<file path="src/rtl/apb_pkg.sv">
// Shared APB widths, register-bank sizing and responder FSM state encoding.
package apb_pkg;

  localparam int ADDR_W    = 32;
  localparam int DATA_W    = 32;
  localparam int SEL_W     = 3;
  localparam int IDX_W     = 4;
  localparam int REG_SLOTS = 1 << IDX_W;
  localparam int CNT_W     = 3;

  typedef logic [1:0] state_t;

  localparam state_t ST_IDLE  = 2'd0;
  localparam state_t ST_SETUP = 2'd1;
  localparam state_t ST_WAIT  = 2'd2;
  localparam state_t ST_RESP  = 2'd3;

endpackage

</file>
<file path="src/rtl/apb_slave_regfile_if.sv">
// APB bus between the bridge (master) and a register-file responder (slave).
interface apb_slave_regfile_if;
  import apb_pkg::*;

  logic [SEL_W-1:0]  Pselx;
  logic              Penable;
  logic              Pwrite;
  logic [ADDR_W-1:0] Paddr;
  logic [DATA_W-1:0] Pwdata;
  logic [DATA_W-1:0] Prdata;
  logic              Pready;
  logic              Pslverr;

  modport master (
    output Pselx, Penable, Pwrite, Paddr, Pwdata,
    input  Prdata, Pready, Pslverr
  );

  modport slave (
    input  Pselx, Penable, Pwrite, Paddr, Pwdata,
    output Prdata, Pready, Pslverr
  );

endinterface

</file>
<file path="src/rtl/apb_addr_decode.sv">
// Combinational decode of a byte address into a register index and error flag.
module apb_addr_decode
  import apb_pkg::*;
#(
  parameter logic [ADDR_W-1:0] BASE_ADDR = 32'h8000_0000,
  parameter int                NUM_REGS  = 8
) (
  input  logic [ADDR_W-1:0] paddr,
  input  logic              pwrite,
  output logic [IDX_W-1:0]  idx,
  output logic              err
);

  logic [ADDR_W-1:0] offset;
  logic              hit;

  // Addresses below the base wrap to a huge offset and therefore miss.
  always_comb begin
    offset = paddr - BASE_ADDR;
    hit    = (offset < ADDR_W'(4 * NUM_REGS)) && (paddr[1:0] == 2'b00);
    idx    = offset[5:2];
    err    = !hit || (pwrite && (idx == '0));
  end

endmodule

</file>
<file path="src/rtl/apb_slave_regfile.sv">
// APB responder with a bank of 32-bit registers, optional wait states and error replies.
module apb_slave_regfile
  import apb_pkg::*;
#(
  parameter int                SEL_INDEX   = 0,
  parameter logic [ADDR_W-1:0] BASE_ADDR   = 32'h8000_0000,
  parameter int                NUM_REGS    = 8,
  parameter int                WAIT_STATES = 0,
  parameter logic [DATA_W-1:0] ID_VALUE    = 32'h0A9B_0001
) (
  input  logic              Hclk,
  input  logic              Hreset,
  apb_slave_regfile_if.slave apb,
  output logic [DATA_W-1:0] Reg1_out
);

  state_t            state_q, state_d;
  logic [CNT_W-1:0]  cnt_q, cnt_d;
  logic              write_q, write_d;
  logic [DATA_W-1:0] wdata_q, wdata_d;
  logic [IDX_W-1:0]  idx_q, idx_d;
  logic              err_q, err_d;
  logic              pready_q, pready_d;
  logic              pslverr_q, pslverr_d;
  logic [DATA_W-1:0] prdata_q, prdata_d;

  logic              sel, access, capture, commit, resp;
  logic [IDX_W-1:0]  dec_idx, resp_idx;
  logic              dec_err, resp_err;
  logic [DATA_W-1:0] reg_vals [REG_SLOTS];
  logic              unused_pselx;

  assign unused_pselx = ^apb.Pselx;
  assign sel     = apb.Pselx[SEL_INDEX];
  assign access  = sel && apb.Penable;
  assign capture = sel && !apb.Penable && ((state_q == ST_IDLE) || (state_q == ST_RESP));
  assign commit  = (state_q == ST_RESP) && write_q && !err_q;

  apb_addr_decode #(
    .BASE_ADDR (BASE_ADDR),
    .NUM_REGS  (NUM_REGS)
  ) u_decode (
    .paddr  (apb.Paddr),
    .pwrite (apb.Pwrite),
    .idx    (dec_idx),
    .err    (dec_err)
  );

  for (genvar gi = 0; gi < REG_SLOTS; gi++) begin : g_reg
    if (gi == 0) begin : g_id
      assign reg_vals[gi] = ID_VALUE;
    end else if (gi < NUM_REGS) begin : g_rw
      logic [DATA_W-1:0] data_q, data_d;
      always_comb data_d = (commit && (idx_q == IDX_W'(gi))) ? wdata_q : data_q;
      always_ff @(posedge Hclk) begin
        if (Hreset) data_q <= '0;
        else        data_q <= data_d;
      end
      assign reg_vals[gi] = data_q;
    end else begin : g_none
      assign reg_vals[gi] = '0;
    end
  end

  always_comb begin
    state_d   = state_q;
    cnt_d     = cnt_q;
    write_d   = write_q;
    wdata_d   = wdata_q;
    idx_d     = idx_q;
    err_d     = err_q;
    pready_d  = 1'b0;
    pslverr_d = 1'b0;
    prdata_d  = '0;
    resp      = 1'b0;
    resp_idx  = idx_q;
    resp_err  = err_q;
    case (state_q)
      ST_IDLE, ST_RESP: begin
        state_d = ST_IDLE;
        if (capture) begin
          write_d = apb.Pwrite;
          wdata_d = apb.Pwdata;
          idx_d   = dec_idx;
          err_d   = dec_err;
          cnt_d   = CNT_W'(WAIT_STATES);
          if (WAIT_STATES == 0) begin
            resp     = 1'b1;
            resp_idx = dec_idx;
            resp_err = dec_err;
            state_d  = ST_RESP;
          end else begin
            state_d = ST_SETUP;
          end
        end
      end
      default: begin
        if (!access) begin
          state_d = ST_IDLE;
        end else if (cnt_q == CNT_W'(1)) begin
          resp    = 1'b1;
          state_d = ST_RESP;
        end else begin
          cnt_d   = cnt_q - CNT_W'(1);
          state_d = ST_WAIT;
        end
      end
    endcase
    if (resp) begin
      pready_d  = 1'b1;
      pslverr_d = resp_err;
      // Forward a same-edge commit so a read never returns the pre-write value.
      if (resp_err)                           prdata_d = '0;
      else if (commit && (resp_idx == idx_q)) prdata_d = wdata_q;
      else                                    prdata_d = reg_vals[resp_idx];
    end
  end

  always_ff @(posedge Hclk) begin
    if (Hreset) begin
      state_q   <= ST_IDLE;
      cnt_q     <= '0;
      write_q   <= 1'b0;
      wdata_q   <= '0;
      idx_q     <= '0;
      err_q     <= 1'b0;
      pready_q  <= 1'b0;
      pslverr_q <= 1'b0;
      prdata_q  <= '0;
    end else begin
      state_q   <= state_d;
      cnt_q     <= cnt_d;
      write_q   <= write_d;
      wdata_q   <= wdata_d;
      idx_q     <= idx_d;
      err_q     <= err_d;
      pready_q  <= pready_d;
      pslverr_q <= pslverr_d;
      prdata_q  <= prdata_d;
    end
  end

  assign apb.Prdata  = prdata_q;
  assign apb.Pready  = pready_q;
  assign apb.Pslverr = pslverr_q;
  assign Reg1_out    = reg_vals[1];

endmodule

</file>
<file path="src/flat_wrapper.sv">
// flat-port wrapper written by rule: the top's interface ports become plain ports
module apb_slave_regfile_flat import apb_pkg::*;
#(
  parameter int                SEL_INDEX   = 0,
  parameter logic [ADDR_W-1:0] BASE_ADDR   = 32'h8000_0000,
  parameter int                NUM_REGS    = 8,
  parameter int                WAIT_STATES = 0,
  parameter logic [DATA_W-1:0] ID_VALUE    = 32'h0A9B_0001
)
  (Hclk, Hreset, Reg1_out, apb_Pselx, apb_Penable, apb_Pwrite, apb_Paddr, apb_Pwdata, apb_Prdata, apb_Pready, apb_Pslverr);
  apb_slave_regfile_if apb_i ();
  input  logic Hclk;
  input  logic Hreset;
  output logic [DATA_W-1:0] Reg1_out;
  input wire logic [$bits(apb_i.Pselx)-1:0] apb_Pselx;
  input wire logic [$bits(apb_i.Penable)-1:0] apb_Penable;
  input wire logic [$bits(apb_i.Pwrite)-1:0] apb_Pwrite;
  input wire logic [$bits(apb_i.Paddr)-1:0] apb_Paddr;
  input wire logic [$bits(apb_i.Pwdata)-1:0] apb_Pwdata;
  output wire logic [$bits(apb_i.Prdata)-1:0] apb_Prdata;
  output wire logic [$bits(apb_i.Pready)-1:0] apb_Pready;
  output wire logic [$bits(apb_i.Pslverr)-1:0] apb_Pslverr;
  assign apb_i.Pselx = apb_Pselx;
  assign apb_i.Penable = apb_Penable;
  assign apb_i.Pwrite = apb_Pwrite;
  assign apb_i.Paddr = apb_Paddr;
  assign apb_i.Pwdata = apb_Pwdata;
  assign apb_Prdata = apb_i.Prdata;
  assign apb_Pready = apb_i.Pready;
  assign apb_Pslverr = apb_i.Pslverr;
  apb_slave_regfile #(.SEL_INDEX(SEL_INDEX), .BASE_ADDR(BASE_ADDR), .NUM_REGS(NUM_REGS), .WAIT_STATES(WAIT_STATES), .ID_VALUE(ID_VALUE)) u_core (.Hclk(Hclk), .Hreset(Hreset), .apb(apb_i), .Reg1_out(Reg1_out));
endmodule
</file>
<file path="config.mk">
export PLATFORM = sky130hd
export DESIGN_NAME = apb_slave_regfile_flat
export DESIGN_NICKNAME = d
export VERILOG_FILES = /design/src/rtl/apb_pkg.sv /design/src/rtl/apb_slave_regfile_if.sv /design/src/rtl/apb_addr_decode.sv /design/src/rtl/apb_slave_regfile.sv /design/src/flat_wrapper.sv
export SDC_FILE = /design/constraint.sdc
export NUM_CORES = 1
export LEC_CHECK = 0
export CORE_MARGIN = 2
export CORE_UTILIZATION = 60
export CTS_BUF_LIST = sky130_fd_sc_hd__clkbuf_16
export CTS_CLUSTER_DIAMETER = 40
export DETAILED_ROUTE_END_ITERATION = 8
export GPL_ROUTABILITY_DRIVEN = 0
export PLACE_DENSITY = 0.81
export SYNTH_ARGS = -nofsm -noshare
export SYNTH_HDL_FRONTEND = slang
export SYNTH_HIERARCHICAL = 1
export SYNTH_SLANG_ARGS = --single-unit
</file>
<file path="constraint.sdc">
create_clock -name Hclk -period 3.7 [get_ports Hclk]
set_input_delay 1.11 -clock Hclk [delete_from_list [all_inputs] [get_ports Hclk]]
set_output_delay 1.11 -clock Hclk [all_outputs]
set_load 0.05 [all_outputs]
</file>
## After elaboration in Yosys (flattened, before gate mapping)

Cells that the tools add are included.
W data, S select, Z words.

| word-level totals | value |
|---|---|
| register bits after elaboration | 301 |

| operators by class | value |
|---|---|
| add/subtract/negate cells | 2 |
| magnitude comparators | 2 |
| equality and inequality tests | 12 |
| mux-type cells | 21 |
| bitwise logic cells | 2 |
| reductions and logical operators | 29 |

Operator list:

| kind | count |
|---|---|
| $bmux W32 S4 | 1 |
| $mux W32 | 3 |
| $lt A32 B6 Y1 const B | 1 |
| $sub A32 B32 Y32 const B | 1 |
| $eq A4 B3 Y1 const B | 4 |
| $logic_and A1 B1 Y1 | 15 |
| $mux W3 | 4 |
| $eq A4 B2 Y1 const B | 2 |
| $mux W1 | 8 |
| $mux W4 | 2 |
| $mux W2 | 3 |
| $ge A5 B5 Y1 const B | 1 |
| $not A4 Y5 | 1 |
| $eq A4 B1 Y1 const B | 1 |
| $eq A4 B4 Y1 | 1 |
| $logic_not A2 Y1 | 2 |
| $logic_not A4 Y1 | 1 |
| $reduce_or A2 Y1 | 2 |
| $eq A3 B1 Y1 const B | 1 |
| $logic_not A1 Y1 | 3 |
| $reduce_and A3 Y1 | 1 |
| $reduce_or A3 Y1 | 1 |
| $sub A3 B1 Y3 const B | 1 |
| $eq A2 B2 Y1 const B | 1 |
| 6 further kinds | 7 |

## Logic depth before layout (Yosys ltp)

Gate-level depths: netlist of the first run.

| depth | value |
|---|---|
| depth after elaboration | 10 |
| depth in mapped cells | 9 |

## By module

The synthesis of the first run kept the hierarchy.

Modules (own cells, without submodules):

| module | times used | cells an instance | area an instance (um^2) | sequential area each (um^2) |
|---|---|---|---|---|
| apb_slave_regfile | 1 | 1726 | 13392.8 | 6005.8 |
| apb_addr_decode | 1 | 16 | 125.1 | 0.0 |

## Worst setup path after synthesis of the first run

No wires, ideal clock.

| timing | value |
|---|---|
| path type | input -> register |
| start point | input port apb_Penable |
| end point | register u_core.prdata_q[0], in the netlist u_core/apb.Prdata[0] |
| data arrival time | 2.668 ns |
| setup slack | 0.914 ns |
| stages on the path | 6 |
| buffers on the path | 1 |
| cells stage by stage | nor3b_2 > buf_6 > mux2_2 > nor2_1 > a311oi_1 > a32o_1 |

| between the ends | value |
|---|---|
| word-level cells in the longest chain between the ends | 10 |
| elaborated cells on any way between the ends | 20 |
| classes of those cells | eq/ne: 1; mux: 11; bitwise: 2; reduce/logical: 6 |

Ends and longest elaborated chain:

| element | RTL line | text |
|---|---|---|
| start, declared | flat_wrapper.sv:16 | `input wire logic [$bits(apb_i.Penable)-1:0] apb_Penable;` |
| $logic_not A1 Y1 | apb_slave_regfile.sv:36 | `assign capture = sel && !apb.Penable && ((state_q == ST_IDLE) \|\| (state_q == ST_RESP));` |
| $logic_and A1 B1 Y1 (2 in a row) | apb_slave_regfile.sv:36 |  |
| $mux W4 | apb_slave_regfile.sv:81 | `if (capture) begin` |
| $mux W4 | apb_slave_regfile.sv:78 | `case (state_q)` |
| $not A4 Y5 (not written as such) | apb_slave_regfile.sv:115 | `else prdata_d = reg_vals[resp_idx];` |
| $bmux W32 S4 | apb_slave_regfile.sv:115 |  |
| $mux W32 (not written as such) (2 in a row) | apb_slave_regfile.sv:115 |  |
| $mux W32 | apb_slave_regfile.sv:114 | `else if (commit && (resp_idx == idx_q)) prdata_d = wdata_q;` |
| end signal, assigned | apb_slave_regfile.sv:139 | `prdata_q <= prdata_d;` |
| end, declared | apb_slave_regfile.sv:25 | `logic [DATA_W-1:0] prdata_q, prdata_d;` |

Several ways; a longest one is shown, not always the timed one. The select of a mux whose other input is x is not followed.
A chain may end at the register's enable or synchronous reset.

## Worst setup path in the final report of the first run

| timing | value |
|---|---|
| start point | input port apb_Paddr[5] |
| end point | register u_core.prdata_q[20], in the netlist u_core/apb.Prdata[20] |

| between the ends | value |
|---|---|
| word-level cells in the longest chain between the ends | 8 |
| elaborated cells on any way between the ends | 19 |
| classes of those cells | add/sub: 1; order compare: 1; eq/ne: 1; mux: 8; bitwise: 1; reduce/logical: 7 |

Ends and longest elaborated chain:

| element | RTL line | text |
|---|---|---|
| start, declared | flat_wrapper.sv:18 | `input wire logic [$bits(apb_i.Paddr)-1:0] apb_Paddr;` |
| $sub A32 B32 Y32 (*) | apb_addr_decode.sv:19 | `offset = paddr - BASE_ADDR;` |
| $lt A32 B6 Y1 | apb_addr_decode.sv:20 | `hit = (offset < ADDR_W'(4 * NUM_REGS)) && (paddr[1:0] == 2'b00);` |
| $logic_and A1 B1 Y1 | apb_addr_decode.sv:20 |  |
| $logic_not A1 Y1 | apb_addr_decode.sv:22 | `err = !hit \|\| (pwrite && (idx == '0));` |
| $logic_or A1 B1 Y1 (*) | apb_addr_decode.sv:22 |  |
| net u_core.dec_err | apb_slave_regfile.sv:29 | `logic dec_err, resp_err;` |
| $mux W1 (*) | apb_slave_regfile.sv:81 |  |
| $mux W1 (*) | apb_slave_regfile.sv:78 |  |
| $reduce_or A3 Y1 (no source line) (*) | - |  |

Mark *: on every way through the listed nets, which the timed path passes. The rest lies on a longest branch. The select of a mux whose other input is x is not followed.

==> impl_metrics.tcl, run 1 <==
set metrics [dict create \
    dp.cells 2040 \
    grt_pass1_wl_um 64300 \
    dp_hpwl_um 24400 \
    leakage_nw 5.55 \
    start_util 0.616 \
    cts.hold.buffers_added 0 \
    ant_nets 0 \
    post-cts-setup-buffers 0 \
    r2r_setup_slack_ns 0.91 \
    yosysSeqAreaShare 0.444 \
    insertion_delay_ns 0.52 \
    syn_nets 1816 \
    worst_slew_pin_slew_ns 1.34 \
    routedWlPerCell_um 19.1 \
    grt_pass1_vias 12700 \
    startpoint_type "input port" \
    critPathMaxStageDelay_ns 0.54 \
    numCtsBuffers 37 \
    io_pins 137 \
    power.density_mw_per_mm2 457 \
    final_cell_mix "nand2_1 (602), dfxtp_1 (299), a21oi_1 (278), clkdlybuf4s50_1 (132), mux2i_1 (113)" \
    post_synth.cell_area_avg_um2 7.76 \
    grt_max_degree 266 \
    synth_edf_count 0 \
    fill_cells 1616 \
    fin_crit_ns 3.08 \
    rsz0062_at_grt "false" \
    fmax_ghz 0.325 \
    drive_above_1_share 0.0778 \
    path_max_fanout 8 \
    fin_cells 2106 \
    slew_violations 0 \
    max-vdd-ir-drop_uv 377 \
    cts.htree.levels 2 \
    cp_cell_sequence "clkdlybuf4s50_1, nor4_2, nand4_1, a211o_1, nor2_1, mux2_1, nand3_1, buf_4, a311oi_1, a32o_1" \
    dieArea_mm2 0.0237 \
    nets 1873 \
    outcome "complete, no violations" \
    area_growth_syn_to_layout_pct 20.6 \
    synth_top_area_share 0.444 \
    antenna-diode-count 0 \
    syn_area_mm2 0.0135 \
    path_clk_slew_ns 0.06 \
    cts_resized 0 \
    critical_path.endpoint_type "flip-flop" \
    synth_top_area_cell "dfxtp_1" \
    die_h_um 154 \
    via_per_inst 6.11 \
    setup_viol 0 \
    ys_async_sr_fraction 0 \
    drt_iter0_markers 1339 \
    num_rows 54 \
    dr_total_vias 12900 \
    cts_tree "done" \
    hold_viol 0 \
    synth_cells 1742 \
    cp_slowest_cell "clkdlybuf4s50_1" \
    final_util 0.743 \
    fin_setup_tns_ns 0 \
    drc 0 \
    root_buffer "clkbuf_16" \
    ys.flop_type "dfxtp_1" \
    clock_sinks 300 \
    core_area_mm2 0.0220 \
    clockBufferDepth 3 \
    gr-total-overflow 0 \
    period_share 0.832 \
    synth-seq-cells 300 \
    cp.arrival_ns 3.53 \
    drtPass1Iterations 7 \
    hold_class "flip-flop to flip-flop" \
    drt-total-wl_um 40300 \
    cp_data_required_time_ns 4.15 \
    slew_headroom 0.108 \
    crit_type "input port to flip-flop" \
    fin_worst_skew_ns 0.0187 \
    drv_cap 0 \
    port_buffers 134 \
    netlist_top_cells_area "dfxtp_1 (44%), nand2_1 (17%), a21oi_1 (10%)" \
    antenna_found_initial 0 \
    die_w_um 154 \
    synth_cell_types 53 \
    grtUsageTotal 0.335 \
    final_common_cell "nand2_1" \
    yosys_warnings 6 \
]
==> cell usage after synthesis (4+ instances only) <==
cell type,count
nand4_1,5
nor3b_1,6
buf_4,6
nor3_1,4
dfxtp_1,300
nand2_1,602
nor4_1,4
a22o_1,8
nor2b_1,35
clkbuf_1,130
a32o_1,23
nand2b_1,6
mux2i_1,115
a21oi_1,279
nor2_1,22
o311ai_1,15
o21ai_1,24
a311oi_1,7
nand3_1,32
buf_2,32
a211oi_1,32
a222oi_1,8
xnor2_1,4
==> kinds of logic (layout without fill, tap and decap cells) <==
family | after synthesis | count (layout) | synth area share
AND/OR/NAND/NOR | 732 | 732 | 0.224
multiplexers | 123 | 123 | 0.0936
XOR/XNOR | 6 | 6 | 0.00389
buffers and inverters | 174 | 258 | 0.0541
AO/OA/AOI/OAI | 404 | 404 | 0.178
flip-flops | 300 | 300 | 0.444
adder cells (fa/ha/maj) | 3 | 3 | 0.00278
==> worst max-delay path, delay by kind of cell <==
family | cells | cell delay, ns
compound gates | 3 | 0.89
buf+inv | 2 | 0.74
simple gates | 4 | 0.58
mux | 1 | 0.20
==> layer usage <==
layer  GRT usage  vias to the layer above  wire (µm)
met5           0                        -          0
met4       0.176                        0       1830
met3      0.0589                      165       3790
met2       0.580                      691      19600
met1       0.397                     6000      15000
li1            -                     6013          -
==> sequential cells by signal, indices dropped and copies added (netlist names) <==
signal	cells
u_core/Reg1_out	32
u_core/g.g_rw.data_q	192
u_core/cnt_q	3
u_core/apb.Pslverr	1
u_core/state_q	2
u_core/err_q	1
u_core/apb.Prdata	32
u_core/write_q	1
u_core/idx_q	4
u_core/wdata_q	32
==> metrics by stage <==
| stage | worst slack [ns] | instance area [µm²] | power [mW] | hold slack [ns] |
|---|---|---|---|---|
| global route | 0.491 | 16300 | 7.67 | 0.468 |
| finish | 0.621 | 16300 | 7.45 | 0.454 |
| global placement | 0.195 | 15100 | 3.95 | 0.441 |
| CTS | 0.632 | 16300 | 7.46 | 0.454 |
| floorplan | 0.914 | 13500 | 3.73 | 0.435 |
| detailed placement | 0.156 | 15100 | 3.96 | 0.447 |
==> final timing paths <==
| check | start | to | depth (start not counted) |
|---|---|---|---|
| min reg2reg | u_core/g_reg[4].g_rw.data_q[11] | u_core/g_reg[4].g_rw.data_q[11] | 2 |
| max | apb_Paddr[5] | u_core/apb.Prdata[20] | 10 |
| max reg2reg | u_core/state_q[0] | u_core/Reg1_out[30] | 7 |
| min | u_core/g_reg[4].g_rw.data_q[11] | u_core/g_reg[4].g_rw.data_q[11] | 2 |
==> cell type report <==
type	instances	area, µm²	share of cell area
multi-input combinational	1268	6850	0.420
clock inverter	27	235	0.0144
timing repair buffer	190	1880	0.115
sequential	300	6010	0.368
inverter	2	7.51	0.000460
clock buffer	39	976	0.0598
tap	280	350	0.0215
==> where the power goes <==
part	total, mW	leakage (nW)	switching [mW]	internal [mW]
registers	3.32	2.42	0.0586	3.26
clock network	3.54	0.616	1.40	2.14
logic	0.586	2.52	0.352	0.234
total	7.45	5.55	1.81	5.63
Note: power is estimated with default switching activity, not from simulation.
==> run 2: changes to the inputs <==
--- a/config.mk
+++ b/config.mk
@@ -6,12 +6,12 @@
 export NUM_CORES = 1
 export LEC_CHECK = 0
 export CORE_MARGIN = 2
-export CORE_UTILIZATION = 60
+export CORE_UTILIZATION = 57
 export CTS_BUF_LIST = sky130_fd_sc_hd__clkbuf_16
 export CTS_CLUSTER_DIAMETER = 40
 export DETAILED_ROUTE_END_ITERATION = 8
 export GPL_ROUTABILITY_DRIVEN = 0
-export PLACE_DENSITY = 0.81
+export PLACE_DENSITY = 0.77
 export SYNTH_ARGS = -nofsm -noshare
 export SYNTH_HDL_FRONTEND = slang
 export SYNTH_HIERARCHICAL = 1
==> constraint.sdc (replaced) <==
create_clock -name Hclk -period 3.1 [get_ports Hclk]
set_input_delay 0.93 -clock Hclk [delete_from_list [all_inputs] [get_ports Hclk]]
set_output_delay 0.93 -clock Hclk [all_outputs]
set_load 0.05 [all_outputs]
==> run 2 against run 1 <==
  * Final area rose by 2.3%
  * Register-to-register slack worse by 0.35 ns
  * Cell count up 3.3%
  * Total power grew 21%
  * Critical path depth shrank 1
  * Worst hold slack hardly changed
  * First-iteration DRC count grew 2.5%
  * Clock-buffer cell count down 2
  * Routed wire length up 1.4%
  * Via count rose by 0.46%
  * Sequential share of layout area is 0.82 points lower
  * Die area grew 5.1%
  * Critical endpoint is now u_core/apb.Prdata[16]
  * Highest routed layer unchanged
==> impl_metrics.tcl, run 2 (synthesized netlist as in run 1, its figures left out) <==
set metrics [dict create \
    outcome "complete, no violations" \
    largest_register_ffs 192 \
    drv_cap 0 \
    worst_slew_pin_slew_ns 1.35 \
    clkPwrFrac 0.475 \
    insertion_delay_ns 0.50 \
    grt_pass1_wl_um 64200 \
    hold_class "flip-flop to flip-flop" \
    dp.cells 2114 \
    fin_crit_ns 2.82 \
    path_max_fanout 7 \
    rsz0062_at_grt "false" \
    cts_tree "done" \
    core_area_mm2 0.0234 \
    pwr-share-comb 0.083 \
    via_per_inst 5.94 \
    die_w_um 158 \
    p_switching_mw 2.10 \
    final_common_cell "nand2_1" \
    fin_cells 2175 \
    worst-path-buf-inv 4 \
    drt_iter0_markers 1372 \
    grtUsageTotal 0.325 \
    root_buffer "clkbuf_16" \
    leakage_nw 5.73 \
    hold_viol 0 \
    nets 1908 \
    slew_headroom 0.100 \
    dieArea_mm2 0.0250 \
    cts.htree.levels 2 \
    numCtsBuffers 37 \
    swShare 0.234 \
    top_register "u_core/g.g_rw.data_q" \
    antenna_found_initial 0 \
    placedInstanceArea_mm2 0.0155 \
    area_growth_syn_to_layout_pct 23.4 \
    finalPower_mw 8.98 \
    drt-total-wl_um 40800 \
    dp_hpwl_um 25500 \
    intPower_mw 6.88 \
    fin_worst_skew_ns 0.0127 \
    drive_above_1_share 0.0948 \
    port_buffers 134 \
    cp_cell_sequence "clkdlybuf4s50_1, buf_4, nor3b_4, buf_4, mux2i_4, nor2_1, buf_4, a311oi_1, a32o_1" \
    power.density_mw_per_mm2 538 \
    cp_slowest_cell "clkdlybuf4s50_1" \
    routedWlPerCell_um 18.8 \
    seqPwrFrac 0.442 \
    cts.hold.buffers_added 0 \
    register_area_mm2 0.00601 \
    max-vdd-ir-drop_uv 413 \
    finalInstanceArea_mm2 0.0167 \
    start_util 0.578 \
    whs_ns 0.453 \
    fmax_ghz 0.354 \
    io_pins 137 \
    multiInputGateArea_mm2 0.00685 \
    drc 0 \
    cp.arrival_ns 3.26 \
    grt_max_degree 266 \
    grt_pass1_vias 12500 \
    dr_total_vias 12900 \
    period_share 0.911 \
    path_clk_slew_ns 0.05 \
    ant_nets 0 \
    crit_type "input port to flip-flop" \
    critical_path.endpoint_type "flip-flop" \
    cp_data_required_time_ns 3.53 \
    critPathTopFamily "buffers and inverters" \
    fin_setup_tns_ns 0 \
    drtPass1Iterations 6 \
    critPathMaxStageDelay_ns 0.43 \
    path_common_cell "buf_4" \
    die_h_um 158 \
    startpoint_type "input port" \
    clock_sinks 300 \
    num_rows 56 \
    fill_cells 1897 \
    clockBufferDepth 3 \
    post-cts-setup-buffers 0 \
    cts_resized 0 \
    antenna-diode-count 0 \
    gr-total-overflow 0 \
    setup_viol 0 \
    final_cell_mix "nand2_1 (602), dfxtp_1 (299), a21oi_1 (278), clkdlybuf4s50_1 (132), mux2i_1 (113)" \
    slew_violations 0 \
]
==> run 2: changes by cell type in the layout (fill, tap and decap cells not counted), sizes merged <==
cell	change
clkbuf	-1
clkinv	-4
clkinvlp	+4
buf	+34
bufinv	+3
inv	-6
==> run 2: routing by layer <==
layer	wire [µm]	track usage	up-vias	part of all wire
met4	1570	0.139	0	0.038
met5	0	0	-	0
met1	15600	0.394	6084	0.38
met3	3490	0.0490	125	0.085
li1	-	-	6075	-
met2	20100	0.572	644	0.49
==> run 2: path summary, 6_finish.rpt <==
| kind | start | to | slack (ns) | cells after the start |
|---|---|---|---|---|
| min reg2reg | u_core/g_reg[5].g_rw.data_q[16] | u_core/g_reg[5].g_rw.data_q[16] | 0.45 | 2 |
| min | u_core/g_reg[5].g_rw.data_q[16] | u_core/g_reg[5].g_rw.data_q[16] | 0.45 | 2 |
| max reg2reg | u_core/state_q[0] | u_core/apb.Prdata[16] | 0.56 | 6 |
| max | apb_Penable | u_core/apb.Prdata[16] | 0.28 | 9 |
==> run 2: power groups by stage <==
stage	clock network (mW)	registers, mW	logic, mW
6_report	4.27	3.97	0.744
5_1_grt	4.48	3.97	0.787
4_1_cts	4.30	3.97	0.734
3_5_place_dp	0	4.05	0.728
3_3_place_gp	0	4.05	0.719
2_1_floorplan	0	4.01	0.435
==> run 2: final cells by class <==
| type | instances | area share |
|---|---|---|
| Inverter | 2 | 0.000450 |
| Sequential cell | 300 | 0.360 |
| Clock buffer | 37 | 0.0555 |
| Clock inverter | 24 | 0.0169 |
| Multi-Input combinational cell | 1268 | 0.411 |
| Tap cell | 319 | 0.0239 |
| Timing Repair Buffer | 225 | 0.133 |
==> run 2: stage by stage <==
step	setup WS (ns)	utilization
after detailed placement	-0.172	0.661
final	0.276	0.713
after global placement	-0.167	0.661
after global routing	0.172	0.713
after floorplan	0.438	-
after CTS	0.320	0.713
==> run 2: worst reg2reg max path: stages, from the launching register on <==
cell	delay, ns
dfxtp_1	0.31
ha_1	0.38
or3b_4	0.49
mux2_4	0.54
nand2_1	0.13
a311oi_1	0.38
a32o_1	0.24
